## config.mk

```make
export PLATFORM = sky130hd
export DESIGN_NAME = cfu_cmd_initiator
export DESIGN_NICKNAME = d
export VERILOG_FILES = /design/src/rtl/cfu_if_pkg.sv /design/src/rtl/cfu_sat_counter.sv /design/src/rtl/cfu_cmd_initiator.sv
export SDC_FILE = /design/constraint.sdc
export NUM_CORES = 1
export LEC_CHECK = 0
export CAP_MARGIN = 20
export CORE_MARGIN = 3
export CORE_UTILIZATION = 44
export DETAILED_ROUTE_END_ITERATION = 10
export PLACE_DENSITY_LB_ADDON = 0.1
export RECOVER_POWER = 25
export REMOVE_ABC_BUFFERS = 1
export SYNTH_ARGS = -nofsm -noshare
export SYNTH_HDL_FRONTEND = slang
export SYNTH_SLANG_ARGS = --single-unit
```

## constraint.sdc

```tcl
create_clock -name clk -period 2.6 [get_ports clk]
set_clock_uncertainty 0.05 [all_clocks]
set_input_delay 0.52 -clock clk [delete_from_list [all_inputs] [get_ports clk]]
set_output_delay 0.52 -clock clk [all_outputs]
set_load 0.01 [all_outputs]
```

## src/rtl/cfu_if_pkg.sv

```systemverilog
// Shared types and widths for the CPU-to-CFU command/response interface.
// Latency: n/a (types and constants only).
// Backpressure: n/a.
package cfu_if_pkg;

    localparam int FUNC_W = 10;
    localparam int DATA_W = 32;

    // DRAIN is only entered when the response timeout is compiled in.
    typedef enum logic [2:0] {
        IDLE,
        CMD,
        RSP,
        DONE,
        DRAIN
    } state_t;

    // One CFU request as carried on the cmd_* channel.
    typedef struct packed {
        logic [FUNC_W-1:0] function_id;
        logic [DATA_W-1:0] inputs_0;
        logic [DATA_W-1:0] inputs_1;
    } cfu_req_t;

endpackage

```

## src/rtl/cfu_sat_counter.sv

```systemverilog
// Saturating up-counter with a synchronous clear that loads INIT.
// Latency: count reflects clear/inc one cycle after they are sampled.
// Backpressure: none; holds at all-ones instead of wrapping.
module cfu_sat_counter #(
    parameter int           W    = 16,
    parameter logic [W-1:0] INIT = '0
) (
    input  logic         clk,
    input  logic         reset_n,
    input  logic         clear,
    input  logic         inc,
    output logic [W-1:0] count
);

    // Clear wins over increment; increment stops at all-ones.
    always_ff @(posedge clk or negedge reset_n) begin
        if (!reset_n) begin
            count <= '0;
        end else if (clear) begin
            count <= INIT;
        end else if (inc && !(&count)) begin
            count <= count + W'(1);
        end
    end

endmodule

```

## src/rtl/cfu_cmd_initiator.sv

```systemverilog
// CPU-side initiator: takes one request, drives cmd_* to a CFU, returns rsp with latency.
// Latency: req accept -> cmd_valid 1 cycle; rsp accept -> res_valid 1 cycle; one txn in flight.
// Backpressure: req_ready low from accept until res_ready; CFU_INIT_TIMEOUT_EN adds rsp timeout.
module cfu_cmd_initiator #(
    parameter int FUNC_W = cfu_if_pkg::FUNC_W,
    parameter int DATA_W = cfu_if_pkg::DATA_W,
    parameter int LAT_W  = 16
`ifdef CFU_INIT_TIMEOUT_EN
    , parameter int TIMEOUT = 256
`endif
) (
    input  logic              clk,
    input  logic              reset_n,
    input  logic              req_valid,
    output logic              req_ready,
    input  logic [FUNC_W-1:0] req_function_id,
    input  logic [DATA_W-1:0] req_inputs_0,
    input  logic [DATA_W-1:0] req_inputs_1,
    output logic              res_valid,
    input  logic              res_ready,
    output logic [DATA_W-1:0] res_data,
    output logic              res_err,
    output logic [LAT_W-1:0]  res_latency,
    output logic [LAT_W-1:0]  txn_count,
    output logic              cmd_valid,
    input  logic              cmd_ready,
    output logic [FUNC_W-1:0] cmd_payload_function_id,
    output logic [DATA_W-1:0] cmd_payload_inputs_0,
    output logic [DATA_W-1:0] cmd_payload_inputs_1,
    input  logic              rsp_valid,
    output logic              rsp_ready,
    input  logic [DATA_W-1:0] rsp_payload_outputs_0
);

    import cfu_if_pkg::*;

    state_t           state;
    logic [LAT_W-1:0] lat;
    logic             lat_clear;
    logic             lat_inc;
    logic             txn_inc;

    // lat is loaded with 1 on cmd accept so that its value in any RSP cycle is
    // already that cycle's latency (first RSP cycle reports 1).
    assign lat_clear = (state == CMD) && cmd_ready;
    assign lat_inc   = (state == RSP);
    assign txn_inc   = (state == RSP) && rsp_valid;

    cfu_sat_counter #(.W(LAT_W), .INIT(LAT_W'(1))) u_lat_cnt (
        .clk     (clk),
        .reset_n (reset_n),
        .clear   (lat_clear),
        .inc     (lat_inc),
        .count   (lat)
    );

    cfu_sat_counter #(.W(LAT_W), .INIT('0)) u_txn_cnt (
        .clk     (clk),
        .reset_n (reset_n),
        .clear   (1'b0),
        .inc     (txn_inc),
        .count   (txn_count)
    );

`ifdef CFU_INIT_TIMEOUT_EN
    localparam logic [LAT_W-1:0] TIMEOUT_LAT = LAT_W'(TIMEOUT);

    logic res_err_q;
    logic rsp_drained;
    logic res_taken;
    logic rsp_done;
    logic res_done;

    // In DRAIN the late response and the error result retire independently.
    assign rsp_done = rsp_drained | (rsp_valid & rsp_ready);
    assign res_done = res_taken | (res_valid & res_ready);
    assign res_err  = res_err_q;
`else
    assign res_err  = 1'b0;
`endif

    // Transaction FSM; all handshake outputs are registered alongside the state.
    always_ff @(posedge clk or negedge reset_n) begin
        if (!reset_n) begin
            state                   <= IDLE;
            req_ready               <= 1'b0;
            cmd_valid               <= 1'b0;
            rsp_ready               <= 1'b0;
            res_valid               <= 1'b0;
            res_data                <= '0;
            res_latency             <= '0;
            cmd_payload_function_id <= '0;
            cmd_payload_inputs_0    <= '0;
            cmd_payload_inputs_1    <= '0;
`ifdef CFU_INIT_TIMEOUT_EN
            res_err_q               <= 1'b0;
            rsp_drained             <= 1'b0;
            res_taken               <= 1'b0;
`endif
        end else begin
            case (state)
                IDLE: begin
                    if (req_valid && req_ready) begin
                        cmd_payload_function_id <= req_function_id;
                        cmd_payload_inputs_0    <= req_inputs_0;
                        cmd_payload_inputs_1    <= req_inputs_1;
                        req_ready               <= 1'b0;
                        cmd_valid               <= 1'b1;
                        state                   <= CMD;
                    end else begin
                        req_ready <= 1'b1;
                    end
                end
                CMD: begin
                    if (cmd_ready) begin
                        cmd_valid <= 1'b0;
                        rsp_ready <= 1'b1;
                        state     <= RSP;
                    end
                end
                RSP: begin
                    if (rsp_valid) begin
                        res_data    <= rsp_payload_outputs_0;
                        res_latency <= lat;
                        rsp_ready   <= 1'b0;
                        res_valid   <= 1'b1;
                        state       <= DONE;
`ifdef CFU_INIT_TIMEOUT_EN
                        res_err_q   <= 1'b0;
                    end else if (lat == TIMEOUT_LAT) begin
                        // Keep rsp_ready high so a late response is swallowed.
                        res_data    <= '0;
                        res_latency <= TIMEOUT_LAT;
                        res_err_q   <= 1'b1;
                        res_valid   <= 1'b1;
                        rsp_drained <= 1'b0;
                        res_taken   <= 1'b0;
                        state       <= DRAIN;
`endif
                    end
                end
                DONE: begin
                    if (res_ready) begin
                        res_valid <= 1'b0;
                        req_ready <= 1'b1;
                        state     <= IDLE;
                    end
                end
`ifdef CFU_INIT_TIMEOUT_EN
                DRAIN: begin
                    if (rsp_done && res_done) begin
                        rsp_ready   <= 1'b0;
                        res_valid   <= 1'b0;
                        rsp_drained <= 1'b0;
                        res_taken   <= 1'b0;
                        req_ready   <= 1'b1;
                        state       <= IDLE;
                    end else begin
                        rsp_ready   <= !rsp_done;
                        res_valid   <= !res_done;
                        rsp_drained <= rsp_done;
                        res_taken   <= res_done;
                    end
                end
`endif
                default: begin
                    state <= IDLE;
                end
            endcase
        end
    end

endmodule

```

==> qor.yml <==
outcome: "finished, final reports clean"
fillers: 1044
vias: 4863
cap_violations: 0
die_area_mm2: 0.0164
synth_edf_count: 0
max_freq_mhz: 479
grt_max_degree: 58
holdBufCountCts: 0
preCtsSetupSlack_ns: 0.442
critical_path.max_fanout: 10
avgSynthCellArea_um2: 14.1
final_common_cell: "clkdlybuf4s50_1"
grt_first_pass_wirelength_um: 27100
syn-cell-area_mm2: 0.00656
fin_cells: 923
finalSetupTns_ns: 0
grt_antenna_before_repair: 0
min_period_over_period_pct: 80.3
fp.dieH_um: 128
ys_seq_area_share_pct: 61.0
slowest_delay_ns: 0.43
period_minus_slack_ns: 2.09
worstSetupStartpointType: "flip-flop"
drive_above_1_share_pct: 23.6
nets: 851
cts_buffers: 17
rsz0062_at_grt: "false"
ir_worst_vdd_uv: 607
worst_slack_ns: 0.512
rows: 43
wl_per_cell_um: 18.7
p_leak_nw: 4.17
worstSkewPairLatency_ns: 0.42
dp.final_hpwl_um: 13000
grt.total_usage_pct: 21.3
endpoint_kind: "flip-flop"
cp.buffers_inverters: 0
area_growth_pct: 52.1
grt.overflow.total: 0
synth_cells: 465
finalSetupViolCount: 0
post_cts_buffers: 0
firstDrtPassIters: 4
yosysUniqueCellTypes: 46
hold_class: "in2async"
final_max_slew_viol_count: 0
drc_errors: 0
cts_tree: "built"
tightest_slew_ns: 1.32
worstPathCellList: "ha_1, and4_1, nand3_2, o21ai_0, mux2_2"
cp_top_family: "simple AND/OR/NAND/NOR gates"
yosys_warnings: 0
die_w_um: 128
hold_violations: 0
clk_pin_slew_ns: 0.06
synth_top_area_share_pct: 61.0
cts.sinks: 160
start_util_pct: 46.2
root_buffer: "clkbuf_16"
multi_input_area_mm2: 0.00246
ant_nets: 0
crit_arrival_ns: 2.34
cp_slowest_cell: "dfrtp_1"
avgViaCountPerCell: 5.27
clock_path_buffers: 2
place_congestion: 0.776
ys_seq_elements: 160
first_global_vias: 5048
ys.flop_type: "dfrtp_1"
htree_levels: 4
p_per_area_mw_per_mm2: 1140
cts_resized: 0
register_area_mm2: 0.00400
core_area_mm2: 0.0142
crit_type: "reg2reg"
port_buffers: 253
wl_um: 17300
critical_path_required_ns: 2.86
synthArstFlopShare_pct: 100
drt_iter0_drc: 194
synth_area_leader_cell: "dfrtp_1"
netlist_top_cells_area: "dfrtp_1, mux2_2, xnor2_1, ha_1, o21ai_0"
final_cell_mix: "clkdlybuf4s50_1, dfrtp_1, mux2_2, clkbuf_16"
n_antenna_cell: 0
slew_headroom_pct: 12.1
dp.cells: 893
ios: 255
metrics by stage:
stage | util, % | area, µm² | total power [W] | hold WS (ns)
6_report | 70.2 | 9970 | 0.0114 | 0.339
5_1_grt | 70.2 | 9970 | 0.0120 | 0.444
4_1_cts | 70.4 | 10000 | 0.0115 | 0.0143
3_5_place_dp | 66.1 | 9390 | 0.00890 | 0.424
3_3_place_gp | 66.1 | 9390 | 0.00873 | 0.423
2_1_floorplan | - | 6470 | 0.00612 | 0.174
sequential cells by signal, indices dropped and copies added, names as in the netlist:
name	flops
u_lat_cnt.count	16
u_txn_cnt.count	16
cmd_payload_inputs_1	32
rsp_ready	1
req_ready	1
state	2
res_latency	16
cmd_payload_inputs_0	32
cmd_payload_function_id	10
res_valid	1
res_data	32
cmd_valid	1
cells in the mapped netlist, types with 2 or more instances:
| cell type | number |
|---|---|
| a21oi_1 | 11 |
| a31oi_1 | 3 |
| and2_1 | 3 |
| and4_1 | 5 |
| and4_4 | 2 |
| buf_1 | 2 |
| buf_2 | 9 |
| clkbuf_1 | 5 |
| dfrtp_1 | 160 |
| ha_1 | 7 |
| inv_1 | 6 |
| mux2_2 | 123 |
| nand2_1 | 16 |
| nand3_1 | 11 |
| nand4_1 | 10 |
| nor2_1 | 12 |
| nor2b_1 | 3 |
| nor3_1 | 4 |
| o2111ai_1 | 3 |
| o211ai_1 | 4 |
| o21ai_0 | 16 |
| o31ai_1 | 5 |
| o41ai_1 | 2 |
| or3_1 | 3 |
| or4_1 | 5 |
| xnor2_1 | 14 |
| xor2_1 | 2 |
kinds of logic after synthesis:
group                      Yosys count  share of synthesized area (%)
DFF                                160                           61.0
buffers and inverters               24                           1.72
other                                1                         0.0572
and+or+nand+nor                     84                           7.78
xor gates and xnor gates            16                           2.14
AOI/OAI and AO/OA                   50                           4.83
adders and majority gates            7                           1.34
muxes                              123                           21.1
layer usage:
metal	share of wire (%)	vias up	global-route usage [%]
met5	0	-	0
met4	2.1	0	7.99
met3	8.0	21	7.33
met2	51	185	36.2
met1	38	2427	24.9
li1	-	2230	-
final timing paths:
path | from | endpoint | slack (ns) | cells past startpoint
setup reg to reg | u_txn_cnt.count[0]$_DFFE_PN0P_ | u_txn_cnt.count[1]$_DFFE_PN0P_ | 0.51 | 5
min in group clk | res_latency[8]$_DFFE_PN0P_ | res_latency[8]$_DFFE_PN0P_ | 0.43 | 2
setup / recovery | u_txn_cnt.count[0]$_DFFE_PN0P_ | u_txn_cnt.count[1]$_DFFE_PN0P_ | 0.51 | 5
max in group asynchronous | reset_n | res_data[26]$_DFFE_PN0P_ | 0.60 | 2
hold / removal | reset_n | cmd_payload_function_id[6]$_DFFE_PN0P_ | 0.34 | 1
hold reg to reg | res_latency[8]$_DFFE_PN0P_ | res_latency[8]$_DFFE_PN0P_ | 0.43 | 2
layout make-up:
type	count	share of cell area, %
Clock buffer	25	5.17
Timing Repair Buffer	266	26.6
Tap cell	180	2.26
Sequential cell	160	40.1
Inverter	6	0.226
Multi-Input combinational cell	281	24.6
Clock inverter	5	1.00
power breakdown:
| part | leakage, nW | switching (W) | total (W) | internal (W) |
|---|---|---|---|---|
| clock | 0.305 | 0.000929 | 0.00258 | 0.00165 |
| sequential | 1.97 | 0.000590 | 0.00410 | 0.00351 |
| combinational | 1.89 | 0.00179 | 0.00467 | 0.00288 |
(Power assumes the default switching activity.)
